## config.mk

```make
export PLATFORM = sky130hd
export DESIGN_NAME = bcd_disp_scan
export DESIGN_NICKNAME = d
export VERILOG_FILES = /design/src/rtl/bcd_disp_pkg.sv /design/src/rtl/seg7_dec.sv /design/src/rtl/bcd_disp_scan.sv
export SDC_FILE = /design/constraint.sdc
export NUM_CORES = 1
export LEC_CHECK = 0
export ABC_AREA = 1
export BUFFER_PORTS_ARGS = -buffer_cell sky130_fd_sc_hd__buf_2
export CORE_ASPECT_RATIO = 0.9
export CORE_MARGIN = 2
export CORE_UTILIZATION = 35
export DETAILED_ROUTE_END_ITERATION = 6
export HOLD_SLACK_MARGIN = 0.05
export PLACE_DENSITY = 0.56
export REMOVE_ABC_BUFFERS = 1
export SYNTH_ARGS = -nofsm -noshare
export SYNTH_HDL_FRONTEND = slang
export SYNTH_HIERARCHICAL = 1
export SYNTH_SLANG_ARGS = --single-unit
export TNS_END_PERCENT = 100
```

## constraint.sdc

```tcl
create_clock -name clk -period 7.37 [get_ports clk]
set_input_delay 1.474 -clock clk [delete_from_list [all_inputs] [get_ports clk]]
set_output_delay 1.474 -clock clk [all_outputs]
set_load 0.005 [all_outputs]
```

## src/rtl/bcd_disp_pkg.sv

```systemverilog
// bcd_disp_pkg: shared state type, digit count, sign code and 7-segment constants.
package bcd_disp_pkg;
  typedef enum logic {ST_GAP, ST_ON} state_t;
  localparam int NDIG = 5;
  localparam logic [3:0] SIGN_NEG = 4'd5;
  localparam logic [6:0] SEG_BLANK = 7'h7F;
  localparam logic [6:0] SEG_MINUS = 7'h3F;
  localparam logic [6:0] SEG_ERR = 7'h06;
  localparam logic [0:15][6:0] SEG_TAB = {
    7'h40, 7'h79, 7'h24, 7'h30, 7'h19, 7'h12, 7'h02, 7'h78, 7'h00, 7'h10,
    SEG_ERR, SEG_ERR, SEG_ERR, SEG_ERR, SEG_ERR, SEG_ERR
  };
endpackage

```

## src/rtl/seg7_dec.sv

```systemverilog
// seg7_dec: BCD nibble to active-low {g..a} segments; i_blank forces all off, >9 shows E.
module seg7_dec
  import bcd_disp_pkg::*;
(
  input  logic [3:0] i_dig,
  input  logic       i_blank,
  output logic [6:0] o_seg
);
  assign o_seg = i_blank ? SEG_BLANK : SEG_TAB[i_dig];
endmodule

```

## src/rtl/bcd_disp_scan.sv

```systemverilog
// bcd_disp_scan: 5-position multiplexed 7-seg scanner (sign + 4 BCD digits) with frame-synchronous load/ack.
module bcd_disp_scan
  import bcd_disp_pkg::*;
#(
  parameter int SCAN_DIV = 50000,
  parameter int GAP_CYC  = 16
) (
  input  logic        clk,
  input  logic        rst_n,
  input  logic [19:0] bcd,
  input  logic        load,
  input  logic        blank_lz,
  output logic        ack,
  output logic [4:0]  an,
  output logic [6:0]  seg
);
  localparam int CMAX = SCAN_DIV > GAP_CYC ? SCAN_DIV : GAP_CYC;
  localparam int CW = $clog2(CMAX) < 1 ? 1 : $clog2(CMAX);
  state_t      r_state, w_state_nxt;
  logic [CW-1:0] r_cnt, w_cnt_nxt;
  logic [2:0]  r_idx, w_idx_nxt;
  logic [19:0] r_shadow, r_stage, w_shadow_nxt;
  logic        r_pend, r_ack;
  logic [4:0]  r_an;
  logic [6:0]  r_seg, w_dec, w_seg;
  logic [3:0]  w_dig;
  logic        w_bnd, w_lz, w_enter;
  // r_idx points at the digit of the current ON or the one the pending GAP leads into,
  // so the gap ahead of idx 0 is the frame boundary.
  always_comb begin
    w_state_nxt = r_state;
    w_cnt_nxt   = r_cnt + 1'b1;
    w_idx_nxt   = r_idx;
    if (r_state == ST_ON && r_cnt == CW'(SCAN_DIV - 1)) begin
      w_state_nxt = ST_GAP;
      w_cnt_nxt   = '0;
      w_idx_nxt   = r_idx == 3'(NDIG - 1) ? 3'd0 : r_idx + 3'd1;
    end else if (r_state == ST_GAP && r_cnt == CW'(GAP_CYC - 1)) begin
      w_state_nxt = ST_ON;
      w_cnt_nxt   = '0;
    end
  end
  assign w_bnd        = r_state == ST_GAP && r_cnt == CW'(GAP_CYC - 1) && r_idx == 3'd0;
  assign w_shadow_nxt = (w_bnd && r_pend) ? r_stage : r_shadow;
  assign w_enter      = w_state_nxt != r_state;
  // Decode from the post-edge shadow so a boundary transfer shows on the very first idx 0.
  assign w_dig = w_shadow_nxt[{w_idx_nxt[1:0], 2'b00} +: 4];
  assign w_lz  = w_idx_nxt == 3'd3 ? w_shadow_nxt[15:12] == 4'd0 :
                 w_idx_nxt == 3'd2 ? w_shadow_nxt[15:8]  == 8'd0 :
                 w_idx_nxt == 3'd1 ? w_shadow_nxt[15:4]  == 12'd0 : 1'b0;
  seg7_dec u_dec (.i_dig(w_dig), .i_blank(blank_lz && w_lz), .o_seg(w_dec));
  assign w_seg = w_idx_nxt == 3'(NDIG - 1) ?
                 (w_shadow_nxt[19:16] == SIGN_NEG ? SEG_MINUS : SEG_BLANK) : w_dec;
  always_ff @(posedge clk or negedge rst_n) begin
    if (!rst_n) begin
      r_state <= ST_GAP;
      r_cnt   <= '0;
      r_idx   <= 3'd0;
    end else begin
      r_state <= w_state_nxt;
      r_cnt   <= w_cnt_nxt;
      r_idx   <= w_idx_nxt;
    end
  end
  always_ff @(posedge clk or negedge rst_n) begin
    if (!rst_n) begin
      r_shadow <= 20'h0;
      r_stage  <= 20'h0;
      r_pend   <= 1'b0;
      r_ack    <= 1'b0;
      r_an     <= 5'h1F;
      r_seg    <= SEG_BLANK;
    end else begin
      r_shadow <= w_shadow_nxt;
      r_stage  <= load ? bcd : r_stage;
      r_pend   <= load | (r_pend & ~w_bnd);
      r_ack    <= w_bnd & r_pend;
      // Outputs only move on state entry so a live blank_lz change waits for the next ON.
      r_an     <= !w_enter ? r_an : w_state_nxt == ST_ON ? ~(5'b1 << w_idx_nxt) : 5'h1F;
      r_seg    <= !w_enter ? r_seg : w_state_nxt == ST_ON ? w_seg : SEG_BLANK;
    end
  end
  assign ack = r_ack;
  assign an  = r_an;
  assign seg = r_seg;
endmodule

```

==> out/qor.txt <==
CTS sink cnt: 74
Yosys warnings: 6
Initial Util: 0.3607
Rel. slew slack: 0.3831
antenna violations before repair: 0
crit path DAT: 3.47 ns
worst min path class: reg2reg
Max Cap Viol: 0
Worst path max stage delay: 0.44 ns
met2 Use GR: 0.2326
Static Leakage: 2.157 nW
first-pass GRT wire length: 13,080 µm
Fillers: 1,059
Min Hold Slack: 0.4572 ns
CTS Buffer Depth: 2
met3 Usage GRT: 0.03112
largest net degree at the start of global routing: 75
I/O pin total: 37
Avg WL per Cell: 12.07 µm
synthesis-to-layout area growth: 16.28%
Final #Nets: 512
Critical Path, Cell by Cell: ha_1 > nand3_2 > nor2_4 > nand3_2 > nor3_4 > o21ai_0 > o2111ai_1 > inv_1 > ha_1 > nand2_1 > nand3_1 > nand2_1 > nor2_1 > a21oi_1
final period utilization: 0.4357
final hold violation count: 0
Critical-path top delay cell: o2111ai_1
Seq/Total Area, Yosys: 0.5051
CP required: 7.63 ns
die footprint: 11,400 µm²
grt peak-use layer: met2
DRT Pass-1 Iters: 5
ant diodes: 0
pwr dens: 228.1 nW/µm²
RSZ-0062 raised after global routing: false
Fmax: 0.3115 GHz
H-tree Lvls: 3
count of input and output buffers: 36
ranking of synthesized cells by area: dfrtp_1, nand2_1, dfstp_2
CTS tree: done
CP Class: reg2reg
Final Setup Violations: 0
core area: 10,250 µm²
vias per std cell: 4.551
Final HPWL DP: 5309 µm
clock transition at the registers of the reported paths: 0.05 ns
setup bufs post-CTS: 0
global routing usage on met1: 0.1931
worst-case clock skew: 0.007214 ns
Tightest Pin Transition: 0.9253 ns
clock period minus final worst setup slack: 3.211 ns
cts bufs inserted: 9
top-area cell type share of the netlist area: 0.4198
Clock Root Buffer: clkbuf_16
crit start category: flip-flop
Place WS: 4.116 ns
Mapped Area: 3696 µm²
syn avg cell area: 8.381 µm²
Die H: 101.5 µm
GRT Residual Overflow: 0
drt total wl: 7400 µm
Post-route DRC: 0
vias in the first global route: 2,795
starting DRC count in detailed routing: 128
crit end category: flip-flop
Yosys reg bits: 74
Overall Power: 0.9801 mW
final setup margin: 4.159 ns
fraction of layout cells with a size suffix above 1: 0.2045
hold buffer count at CTS: 0
post-CTS resize count: 0
worst-path fanout max: 13
GP Congestion: 0.8678
Max rail drop VDD: 115.2 µV
Sum Neg Setup Slack: 0 ns
DRT antenna net count: 0
max-slew violations: 0
status: finished, final reports clean
total track usage: 0.1461
Synth cell types: 35
clk_lat worst skew: 0.34 ns
Syn Inst Count: 441
Yosys top cell by area: dfrtp_1
routed vias: 2,790
register-to-register setup slack: 4.16 ns
Die X: 112.3 µm
number of cell rows: 35
[cells in the mapped netlist, drive strengths merged]
cell type / count
buf: 4
clkbuf: 5
a31oi: 1
dfrtp: 62
or2: 1
nor2: 47
nor3: 4
o21ai: 43
o21bai: 1
nand2: 109
mux2: 2
ha: 8
dfstp: 12
o221a: 1
o22ai: 2
nand3: 30
and2: 1
xor2: 4
inv: 79
o211ai: 1
nand4: 7
o2111ai: 1
a21oi: 16
[registers in the layout, indices dropped and copies added (netlist names)]
register	count
r_state	1
r_stage	20
seg	7
r_shadow	20
r_idx	3
r_pend	1
r_cnt	16
an	5
ack	1
[worst max-delay path: cells and delay by family, from the launching register on]
family / cells / cell delay (ns)
AOI/OAI and AO/OA: 3 / 0.82
adders and majority gates: 2 / 0.50
buffers and inverters: 1 / 0.16
DFF: 1 / 0.36
and+or+nand+nor: 8 / 1.29
[cell usage in the layout (no fill, tap or decap), types with 3 or more instances in the layout]
cell	Yosys	routed
a21oi_1	14	14
o21ai_1	4	4
clkbuf_16	0	9
dfrtp_1	62	62
nor2_4	5	5
nand2_2	3	3
nand4_1	7	7
inv_1	76	76
nor3_1	3	3
nor2_1	37	37
dfstp_2	12	12
nand3_2	3	3
nand3_1	25	25
nand2_1	103	103
xor2_1	4	4
nor2_2	5	5
o21ai_0	34	34
ha_1	8	8
nand2_4	3	3
inv_2	3	3
buf_2	0	36
o21ai_2	5	5
[logic make-up after synthesis]
logic type,after synthesis,synth area share
adder cells (fa/ha/maj),8,0.02708
AO/OA/AOI/OAI,66,0.1016
flip-flops,74,0.5051
AND/OR/NAND/NOR,199,0.2552
multiplexers,2,0.006093
XOR/XNOR,4,0.009478
buffers and inverters,88,0.09546
[layer usage]
metal / routed length, µm / up-vias
met5: 0 / -
met4: 90 / 0
met3: 170 / 6
met2: 3441 / 30
met1: 3698 / 1296
li1: - / 1458
[final cells by class]
type,instances,area [µm²],area share
clock buffers,10,229.0,0.05328
clock inverters,5,80.08,0.01863
inverters,79,296.5,0.06900
multi-input cells,279,1476,0.3435
flip-flops and latches,74,1867,0.4344
well taps,129,161.4,0.03755
repair buffers,37,187.7,0.04367
[metrics by stage]
stage / util / instance area, µm² / cells
after floorplan: - / 3640 / 432
final: 0.4194 / 4298 / 613
after global placement: 0.3893 / 3989 / 598
after detailed placement: 0.3893 / 3989 / 598
after CTS: 0.4194 / 4298 / 613
after global routing: 0.4194 / 4298 / 613
[report_power, final]
group	leakage, nW	total, mW	internal (mW)	switching, mW
registers	0.897	0.444	0.436	0.00837
logic	1.12	0.0772	0.0282	0.0490
clock network	0.145	0.459	0.294	0.165
[final timing paths]
kind,start,cells past startpoint,end
min,r_cnt[0]$_DFF_PN0_,1,r_cnt[0]$_DFF_PN0_
max in group asynchronous,rst_n,2,r_idx[1]$_DFF_PN0_
min reg2reg,r_cnt[0]$_DFF_PN0_,1,r_cnt[0]$_DFF_PN0_
max reg2reg,r_cnt[0]$_DFF_PN0_,14,seg[3]$_DFFE_PN1P_
min in group asynchronous,rst_n,2,r_stage[12]$_DFFE_PN0P_
max,r_cnt[0]$_DFF_PN0_,14,seg[3]$_DFFE_PN1P_
Power figures use the tool's default switching activity.
